==> src/rtl/fifo_slave_pkg.sv <==
// Register map, field positions and reset helpers for the FIFO slave.
package fifo_slave_pkg;

  localparam logic [2:0] OFF_DATA   = 3'd0;
  localparam logic [2:0] OFF_STATUS = 3'd1;
  localparam logic [2:0] OFF_CTRL   = 3'd2;
  localparam logic [2:0] OFF_THRESH = 3'd3;
  localparam logic [2:0] OFF_ERR    = 3'd4;

  localparam int ST_EMPTY   = 0;
  localparam int ST_FULL    = 1;
  localparam int ST_CNT_LSB = 2;
  localparam int ST_CNT_MSB = 10;

  localparam int ERR_OVF = 0;
  localparam int ERR_UDF = 1;

  localparam int CTRL_FLUSH = 0;
  localparam int CTRL_IRQEN = 1;

  localparam int CW = 9;

  function automatic logic [CW-1:0] thresh_rst(input int depth);
    return CW'(depth);
  endfunction

endpackage

==> src/rtl/fifo_mem.sv <==
// FIFO storage with wrapping pointers, occupancy count and flush.
module fifo_mem
  import fifo_slave_pkg::*;
#(
  parameter int DEPTH = 8,
  parameter int DW    = 64
) (
  input  logic          clk,
  input  logic          reset,
  input  logic          push_i,
  input  logic          pop_i,
  input  logic          flush_i,
  input  logic [DW-1:0] wdata_i,
  output logic [DW-1:0] rdata_o,
  output logic          full_o,
  output logic          empty_o,
  output logic [CW-1:0] count_o
);

  localparam int PW = (DEPTH > 1) ? $clog2(DEPTH) : 1;

  logic [DW-1:0] mem_q [DEPTH];
  logic [PW-1:0] wptr_q, wptr_d;
  logic [PW-1:0] rptr_q, rptr_d;
  logic [CW-1:0] count_q, count_d;
  logic          do_push, do_pop;

  assign full_o  = (count_q == CW'(DEPTH));
  assign empty_o = (count_q == '0);
  assign count_o = count_q;
  assign rdata_o = mem_q[rptr_q];

  assign do_push = push_i & ~full_o & ~flush_i;
  assign do_pop  = pop_i & ~empty_o & ~flush_i;

  // Power-of-two depth lets the pointers wrap on their own.
  always_comb begin
    wptr_d  = wptr_q + PW'(do_push);
    rptr_d  = rptr_q + PW'(do_pop);
    count_d = count_q + CW'(do_push) - CW'(do_pop);
    if (flush_i) begin
      wptr_d  = '0;
      rptr_d  = '0;
      count_d = '0;
    end
  end

  always_ff @(posedge clk) begin
    if (reset) begin
      wptr_q  <= '0;
      rptr_q  <= '0;
      count_q <= '0;
    end else begin
      wptr_q  <= wptr_d;
      rptr_q  <= rptr_d;
      count_q <= count_d;
    end
  end

  always_ff @(posedge clk) begin
    if (do_push) mem_q[wptr_q] <= wdata_i;
  end

endmodule

==> src/rtl/fifo_slave.sv <==
// Bus-mapped FIFO slave: DATA/STATUS/CTRL/THRESH/ERR registers.
// Interrupt logic is built only when FIFO_SLAVE_IRQ_EN is defined.
module fifo_slave
  import fifo_slave_pkg::*;
#(
  parameter int DEPTH = 8,
  parameter int DW    = 64,
  parameter int AW    = 16
) (
  input  logic          clk,
  input  logic          reset,
  input  logic          s_sel,
  input  logic          s_wr,
  input  logic [AW-1:0] s_addr,
  input  logic [DW-1:0] s_din,
  output logic [DW-1:0] s_dout,
  output logic          irq
);

  logic [2:0]    off;
  logic          wr, rd;
  logic          push, pop, flush;
  logic [DW-1:0] head;
  logic          full, empty;
  logic [CW-1:0] count;
  logic [1:0]    err_q, err_d;
  logic [DW-1:0] dout_q, rd_val;
  logic [CW-1:0] thresh_v;
  logic          irq_en_v;
  logic          unused_ok;

  assign unused_ok = ^{s_addr, s_din};

  assign off   = s_addr[2:0];
  assign wr    = s_sel & s_wr & ~reset;
  assign rd    = s_sel & ~s_wr & ~reset;
  assign push  = wr & (off == OFF_DATA);
  assign pop   = rd & (off == OFF_DATA);
  assign flush = wr & (off == OFF_CTRL) & s_din[CTRL_FLUSH];

  fifo_mem #(.DEPTH(DEPTH), .DW(DW)) u_mem (
    .clk     (clk),
    .reset   (reset),
    .push_i  (push),
    .pop_i   (pop),
    .flush_i (flush),
    .wdata_i (s_din),
    .rdata_o (head),
    .full_o  (full),
    .empty_o (empty),
    .count_o (count)
  );

  // A set in the same cycle as a clear wins.
  always_comb begin
    err_d = err_q;
    if (wr && off == OFF_ERR) err_d = err_d & ~s_din[1:0];
    if (push && full)  err_d[ERR_OVF] = 1'b1;
    if (pop && empty)  err_d[ERR_UDF] = 1'b1;
  end

  always_comb begin
    rd_val = '0;
    case (off)
      OFF_DATA:   rd_val = empty ? '0 : head;
      OFF_STATUS: begin
        rd_val[ST_CNT_MSB:ST_CNT_LSB] = count;
        rd_val[ST_FULL]  = full;
        rd_val[ST_EMPTY] = empty;
      end
      OFF_CTRL:   rd_val[CTRL_IRQEN] = irq_en_v;
      OFF_THRESH: rd_val[CW-1:0] = thresh_v;
      OFF_ERR:    rd_val[1:0] = err_q;
      default:    rd_val = '0;
    endcase
  end

  always_ff @(posedge clk) begin
    if (reset) begin
      err_q  <= '0;
      dout_q <= '0;
    end else begin
      err_q <= err_d;
      if (rd) dout_q <= rd_val;
    end
  end

  assign s_dout = dout_q;

`ifdef FIFO_SLAVE_IRQ_EN
  logic [CW-1:0] thresh_q;
  logic          irq_en_q;
  logic          irq_q;

  always_ff @(posedge clk) begin
    if (reset) begin
      thresh_q <= thresh_rst(DEPTH);
      irq_en_q <= 1'b0;
      irq_q    <= 1'b0;
    end else begin
      if (wr && off == OFF_THRESH) thresh_q <= s_din[CW-1:0];
      if (wr && off == OFF_CTRL)   irq_en_q <= s_din[CTRL_IRQEN];
      irq_q <= irq_en_q & ((count >= thresh_q) | (|err_q));
    end
  end

  assign thresh_v = thresh_q;
  assign irq_en_v = irq_en_q;
  assign irq      = irq_q;
`else
  assign thresh_v = '0;
  assign irq_en_v = 1'b0;
  assign irq      = 1'b0;
`endif

endmodule

==> config.mk <==
export PLATFORM = sky130hd
export DESIGN_NAME = fifo_slave
export DESIGN_NICKNAME = d
export VERILOG_FILES = /design/src/rtl/fifo_slave_pkg.sv /design/src/rtl/fifo_mem.sv /design/src/rtl/fifo_slave.sv
export SDC_FILE = /design/constraint.sdc
export NUM_CORES = 1
export LEC_CHECK = 0
export BUFFER_PORTS_ARGS = -buffer_cell sky130_fd_sc_hd__buf_2
export CAP_MARGIN = 20
export CORE_ASPECT_RATIO = 0.6
export CORE_UTILIZATION = 33
export CTS_CLUSTER_DIAMETER = 150
export DETAILED_ROUTE_END_ITERATION = 12
export RECOVER_POWER = 25
export SYNTH_ARGS = -nofsm -noshare
export SYNTH_HDL_FRONTEND = slang
export SYNTH_HIERARCHICAL = 1
export SYNTH_SLANG_ARGS = --single-unit
==> constraint.sdc <==
create_clock -name clk -period 16.6 [get_ports clk]
set_clock_uncertainty 0.2 [all_clocks]
set_input_delay 1.66 -clock clk [delete_from_list [all_inputs] [get_ports clk]]
set_output_delay 1.66 -clock clk [all_outputs]
set_load 0.02 [all_outputs]
# After elaboration in Yosys (flattened, before gate mapping)
# Memories as Yosys holds them, arrays and structs flattened. A register that Yosys moved wholly into a read port is not among the register bits.
# Cells that the tools add are included.
[op_classes]
add_sub_neg = 4
n_eq_ne = 4
mux = 12
bitwise = 19
n_reduce_logical = 8
[op_table]
columns = ["op", "n"]
rows = [
  ["$mux W64", 1],
  ["$mux W53", 1],
  ["$pmux W7 S2", 1],
  ["$and A1 B1 Y1", 12],
  ["$add A9 B1 Y9", 1],
  ["$eq A9 B4 Y1 const B", 1],
  ["$logic_not A9 Y1", 1],
  ["$sub A9 B1 Y9", 1],
  ["$add A3 B1 Y3", 2],
  ["$pmux W1 S3", 2],
  ["$not A1 Y1", 5],
  ["$mux W1", 4],
  ["$pmux W2 S2", 1],
  ["$reduce_bool A2 Y1", 2],
  ["$eq A3 B1 Y1 const B", 1],
  ["$eq A3 B2 Y1 const B", 1],
  ["$eq A3 B3 Y1 const B", 1],
  ["$logic_and A1 B1 Y1", 3],
  ["$logic_not A3 Y1", 1],
  ["$mux W3", 1],
  ["$and A2 B2 Y2", 1],
  ["$mux W2", 1],
  ["$not A2 Y2", 1],
  ["$reduce_or A2 Y1", 1],
]
[totals]
ff_bits = 81
ram_bits = 512
output_inout_bits = 65
mem_count = 1
[memory_table]
columns = ["name", "words", "word_bits", "rd", "rd_clocked_by_memory_dff", "write_ports", "line_no", "source"]
rows = [
  ["u_mem.mem_q", 8, 64, 1, 1, 1, "fifo_mem.sv:22", "logic [DW-1:0] mem_q [DEPTH];"],
]

# Depth between registers and ports, before layout
[logic_depth]
depth_word = 8
depth_mapped = 15
mapped_depth_nobuf = 14

# Modules after synthesis
# Netlist, hierarchy kept.
[modules_own_cells]
columns = ["mod", "n_inst", "cells_each", "area_per_inst_um2"]
rows = [
  ["fifo_mem", 1, 859, 20254.4],
  ["fifo_slave", 1, 190, 2244.7],
]

# Worst setup path before layout
# No wires, ideal clock.
[synth_path]
path_kind = "input-to-reg"
startpoint = "input s_addr[0]"
endpoint = "memory u_mem.mem_q[0][0] (enable)"
setup_ns = 0.644
arrival_ns = 8.843
t_required_ns = 15.756
slack_ns = 6.913
path_stages = 7
cell_sequence = "clkbuf_1 nand4bb_1 nor3_1 inv_1 a311oi_1 inv_1 nor4_1"
[synth_rtl]
columns = ["item", "line_no", "source"]
rows = [
  ["start: declaration", "fifo_slave.sv:14", "input logic [AW-1:0] s_addr,"],
  ["$logic_not A3 Y1", "fifo_slave.sv:37", "assign push = wr & (off == OFF_DATA);"],
  ["$and A1 B1 Y1", "fifo_slave.sv:37", ""],
  ["net push", "fifo_slave.sv:22", "logic push, pop, flush;"],
  ["$and A1 B1 Y1 (2 in series)", "fifo_mem.sv:33", "assign do_push = push_i & ~full_o & ~flush_i;"],
  ["$mux W1", "fifo_mem.sv:61", "if (do_push) mem_q[wptr_q] <= wdata_i;"],
  ["$mux W1 (implied by the code)", "fifo_mem.sv:61", ""],
  ["end: declaration", "fifo_mem.sv:22", ""],
]
# The timed path passes the listed nets, and every way through them passes these cells.

# Final worst setup path
[layout_path]
startpoint = "input s_addr[0]"
endpoint = "register u_mem.count_q[6] (netlist: u_mem/count_o[6])"
[layout_rtl]
columns = ["item", "line_no", "source"]
rows = [
  ["$logic_not A3 Y1", "fifo_slave.sv:37", ""],
  ["$and A1 B1 Y1", "fifo_slave.sv:37", ""],
  ["net push", "fifo_slave.sv:22", ""],
  ["$and A1 B1 Y1 (2 in series)", "fifo_mem.sv:33", ""],
  ["$add A9 B1 Y9", "fifo_mem.sv:40", "count_d = count_q + CW'(do_push) - CW'(do_pop);"],
  ["$sub A9 B1 Y9", "fifo_mem.sv:40", ""],
  ["end signal: assignment", "fifo_mem.sv:56", "count_q <= count_d;"],
  ["end: declaration", "fifo_mem.sv:25", "logic [CW-1:0] count_q, count_d;"],
]
# The timed path passes the listed nets, and every way through them passes these cells.
# A chain may end at the register's enable or synchronous reset.

==> flow_summary_export.csv <==
group,metric,value,unit
setup_path,worstPathArrival,5.38,ns
cells_and_area,fin_util,39.1,%
cts,cts_max_path_buffers,3,
timing,tightest_slew,1.09,ns
cells_and_area,instances_no_fill,2163,
cts,tritoncts,"yes",
cts,htreeDepth,2,
power,seqPwrFrac,52.2,%
setup_path,cp_slowest_cell,"a2111oi_0",
grt,first_global_vias,11100,
detailed_routing,post_drt_wl_per_cell,22.3,µm
setup_path,crit_type,"in -> reg",
floorplanning,die_y,204,µm
setup_path,r2r_start,"u_mem/count_o[5]",
synth,netlist_instances,1049,
synth,syn_area_per_cell,21.4,µm²
grt,globalRoute.totalOverflow,0,
synth,ys_seq_area_share,75.5,%
worst_hold_path,hold_class,"reg -> reg",
place,portBuffers,134,
grt,grt_use_total,14.0,%
grt,grt_pass1_wl,72.3,mm
synth,ys_warn_count,6,
setup_path,start_kind,"input pin",
timing,fin_crit,5.08,ns
cts,ctsHoldBuffers,0,
cts,cts.clk_slew.worst_paths,0.06,ns
detailed_routing,drt_iter0_markers,850,
place,gp_congestion,0.723,
cells_and_area,area.growth.synth_to_final,16.1,%
timing,setup_violations,0,
power,p_total,3.13,mW
timing,drv_slew,0,
floorplanning,initial_utilization,33.7,%
synth,async_flop_share,0,%
setup_path,endpoint_kind,"flip-flop",
outcome,outcome,"completed",
setup_path,worst-path-buf-inv,5,
power,p_int,2.49,mW
synth,synth_area,22500,µm²
timing,max_slew_margin,27.3,%
detailed_routing,vias,10600,
worst_hold_path,hold_depth,1,
cells_and_area,nets,1308,
setup_path,path_max_fanout,18,
place,hpwl,26.1,mm
detailed_routing,drtPass1Iterations,5,
synth,yosys_most_used_dff,"edfxtp_1",
cts,cts_setup_buffers,0,
setup_path,path_delay_family,"compound AO/OA/AOI/OAI gates",
detailed_routing,wirelength,48.2,mm
grt,grt_max_degree,72,
floorplanning,fp-row-count,73,
job,maxCapViolCount,0,
power,max-vdd-ir-drop,0.0680,mV
cells_and_area,final_layout_size_suffix_gt1_share,32.8,%
setup_path,crit_chain,"buf_2, nand4bb_1, nor3_1, inv_1, a311oi_1, inv_1, ha_1, inv_1, ha_1, inv_1, fa_1, nand2b_1, a2111oi_0, o31ai_1, and3_1",
synth,synth-edff-count,512,
timing,fmax,0.197,GHz
timing,finalCritPeriodShare,30.6,%
power,power.leakage,8.35,nW
grt,grt_antenna_before_repair,15,
setup_path,rr_worst_depth,14,
synth,ys_types,54,
cts,clock_latency,0.61,ns
cts,numClockSinks,593,
floorplanning,die_area,69300,µm²
floorplanning,dieWidth,339,µm
setup_path,cp_common_cell,"inv_1",
cts,cts-root-buf,"clkbuf_16",
timing,fin_setup_tns,0,ns
timing,finalHoldViolations,0,
detailed_routing,final_antenna_net_count,0,
synth,synth_seq_cells,593,
place,place_inst,2047,
power,switching_share,20.4,%
detailed_routing,route.detailed.drc,0,
timing,hold_ws,0.261,ns
worst_hold_path,hold_start,"s_dout[5]",
power,clockPowerShare,43.4,%
power,power.switching,0.639,mW
power,p_per_area,120,nW/µm²
setup_path,r2r_slack,12.51,ns
cts,cts_resized,0,
floorplanning,ios,149,
worst_hold_path,hold_end,"s_dout[5]",
synth,synth_nets,1151,
timing,rsz0062_at_grt,"false",
floorplanning,design.core.area,66800,µm²
power,pwr-share-comb,4.4,%
detailed_routing,routed_via_density,4.92,
setup_path,max_stage_delay,0.60,ns
setup_path,crit_required,16.90,ns
cts,numCtsBuffers,57,
setup_path,r2r-end,"u_mem/count_o[6]",
[power groups by stage]
stage | combinational [mW] | clock, mW | sequential (mW)
6_report | 0.137 | 1.36 | 1.63
5_1_grt | 0.153 | 1.45 | 1.63
4_1_cts | 0.138 | 1.39 | 1.63
3_5_place_dp | 0.137 | 0 | 1.66
3_3_place_gp | 0.131 | 0 | 1.66
2_1_floorplan | 0.0885 | 0 | 1.66
[layer usage]
layer  track usage, %  part of all wire, %  vias up
met5                0                 0.13        -
li1                 -                    -     4701
met1             19.7                   46     5625
met4             3.30                  1.5       10
met3             3.92                  7.8       58
met2             21.5                   45      248
[through the flow]
stage          setup WS (ns)  cell area (µm²)
6_report               11.52            26100
5_1_grt                11.31            26100
4_1_cts                11.63            26200
3_5_place_dp           10.99            24200
3_3_place_gp           11.13            24200
2_1_floorplan           6.91            22500
[cell usage in the layout (no fill, tap or decap), types with 6 or more instances in the layout]
cell type  instances
edfxtp_1         512
mux4_2           128
buf_2             92
dfxtp_1           78
mux2_2            64
clkbuf_16         59
clkbuf_1          54
a22o_1            53
buf_4             19
inv_1             17
ha_1              17
nand2_1           13
clkinv_2          11
diode_2           10
nor2_1            10
a22oi_1            9
o2bb2ai_1          9
bufinv_16          9
a21oi_1            6
[state kept, by name, indices dropped and copies added, names as in the netlist]
name	count
u_mem/wptr_q	3
u_mem/mem_q	512
s_dout	64
u_mem/count_o	9
err_q	2
u_mem/rptr_q	3
[final cells by class]
type / count / area (µm²)
Tap cell: 900 / 1130
Clock inverter: 31 / 410
Timing Repair Buffer: 153 / 761
Inverter: 17 / 63.8
Clock buffer: 75 / 1580
Antenna cell: 10 / 25.0
Fill cell: 5909 / 40600
Sequential cell: 593 / 17000
Multi-Input combinational cell: 384 / 5150
[Yosys cell counts (5+ instances only)]
cell type  number  area [µm²]
edfxtp_1      512       15400
mux4_2        128        2880
dfxtp_1        81        1620
mux2_2         64         721
a22o_1         53         464
clkbuf_1       19        71.3
ha_1           17         213
inv_1          17        63.8
buf_6          13         146
nand2_1        13        48.8
buf_2          12        60.1
nor2_1         11        41.3
a22oi_1         9        67.6
o2bb2ai_1       9        78.8
buf_1           8        30.0
a21oi_1         6        30.0
and2_1          6        37.5
nor3b_1         6        45.0
and3_1          5        31.3
nor3_1          5        25.0
nor4_1          5        31.3
[worst max path at each step]
stage,startpoint,endpoint,slack [ns],cells past startpoint
floorplan,s_addr[0],u_mem/mem_q[0][0],6.91,7
global placement,s_addr[0],u_mem/count_o[6],11.13,15
detailed placement,s_addr[0],u_mem/count_o[6],10.99,15
CTS,s_addr[0],u_mem/count_o[6],11.63,15
global route,s_addr[0],u_mem/count_o[6],11.31,15
finish,s_addr[0],u_mem/count_o[6],11.52,15
[cell families (layout without fill, tap and decap cells)]
group                      count (synthesis)  count (layout)  synth area share [%]
AOI/OAI and AO/OA                         94              94                  3.49
buffers and inverters                     72             276                  1.75
adders and majority gates                 18              18                  1.03
xor gates and xnor gates                   5               5                 0.195
and+or+nand+nor                           72              72                  1.86
other                                      1              11                0.0167
muxes                                    194             194                  16.1
DFF                                      593             593                  75.5
No activity file was read; power rests on OpenSTA's default activity.
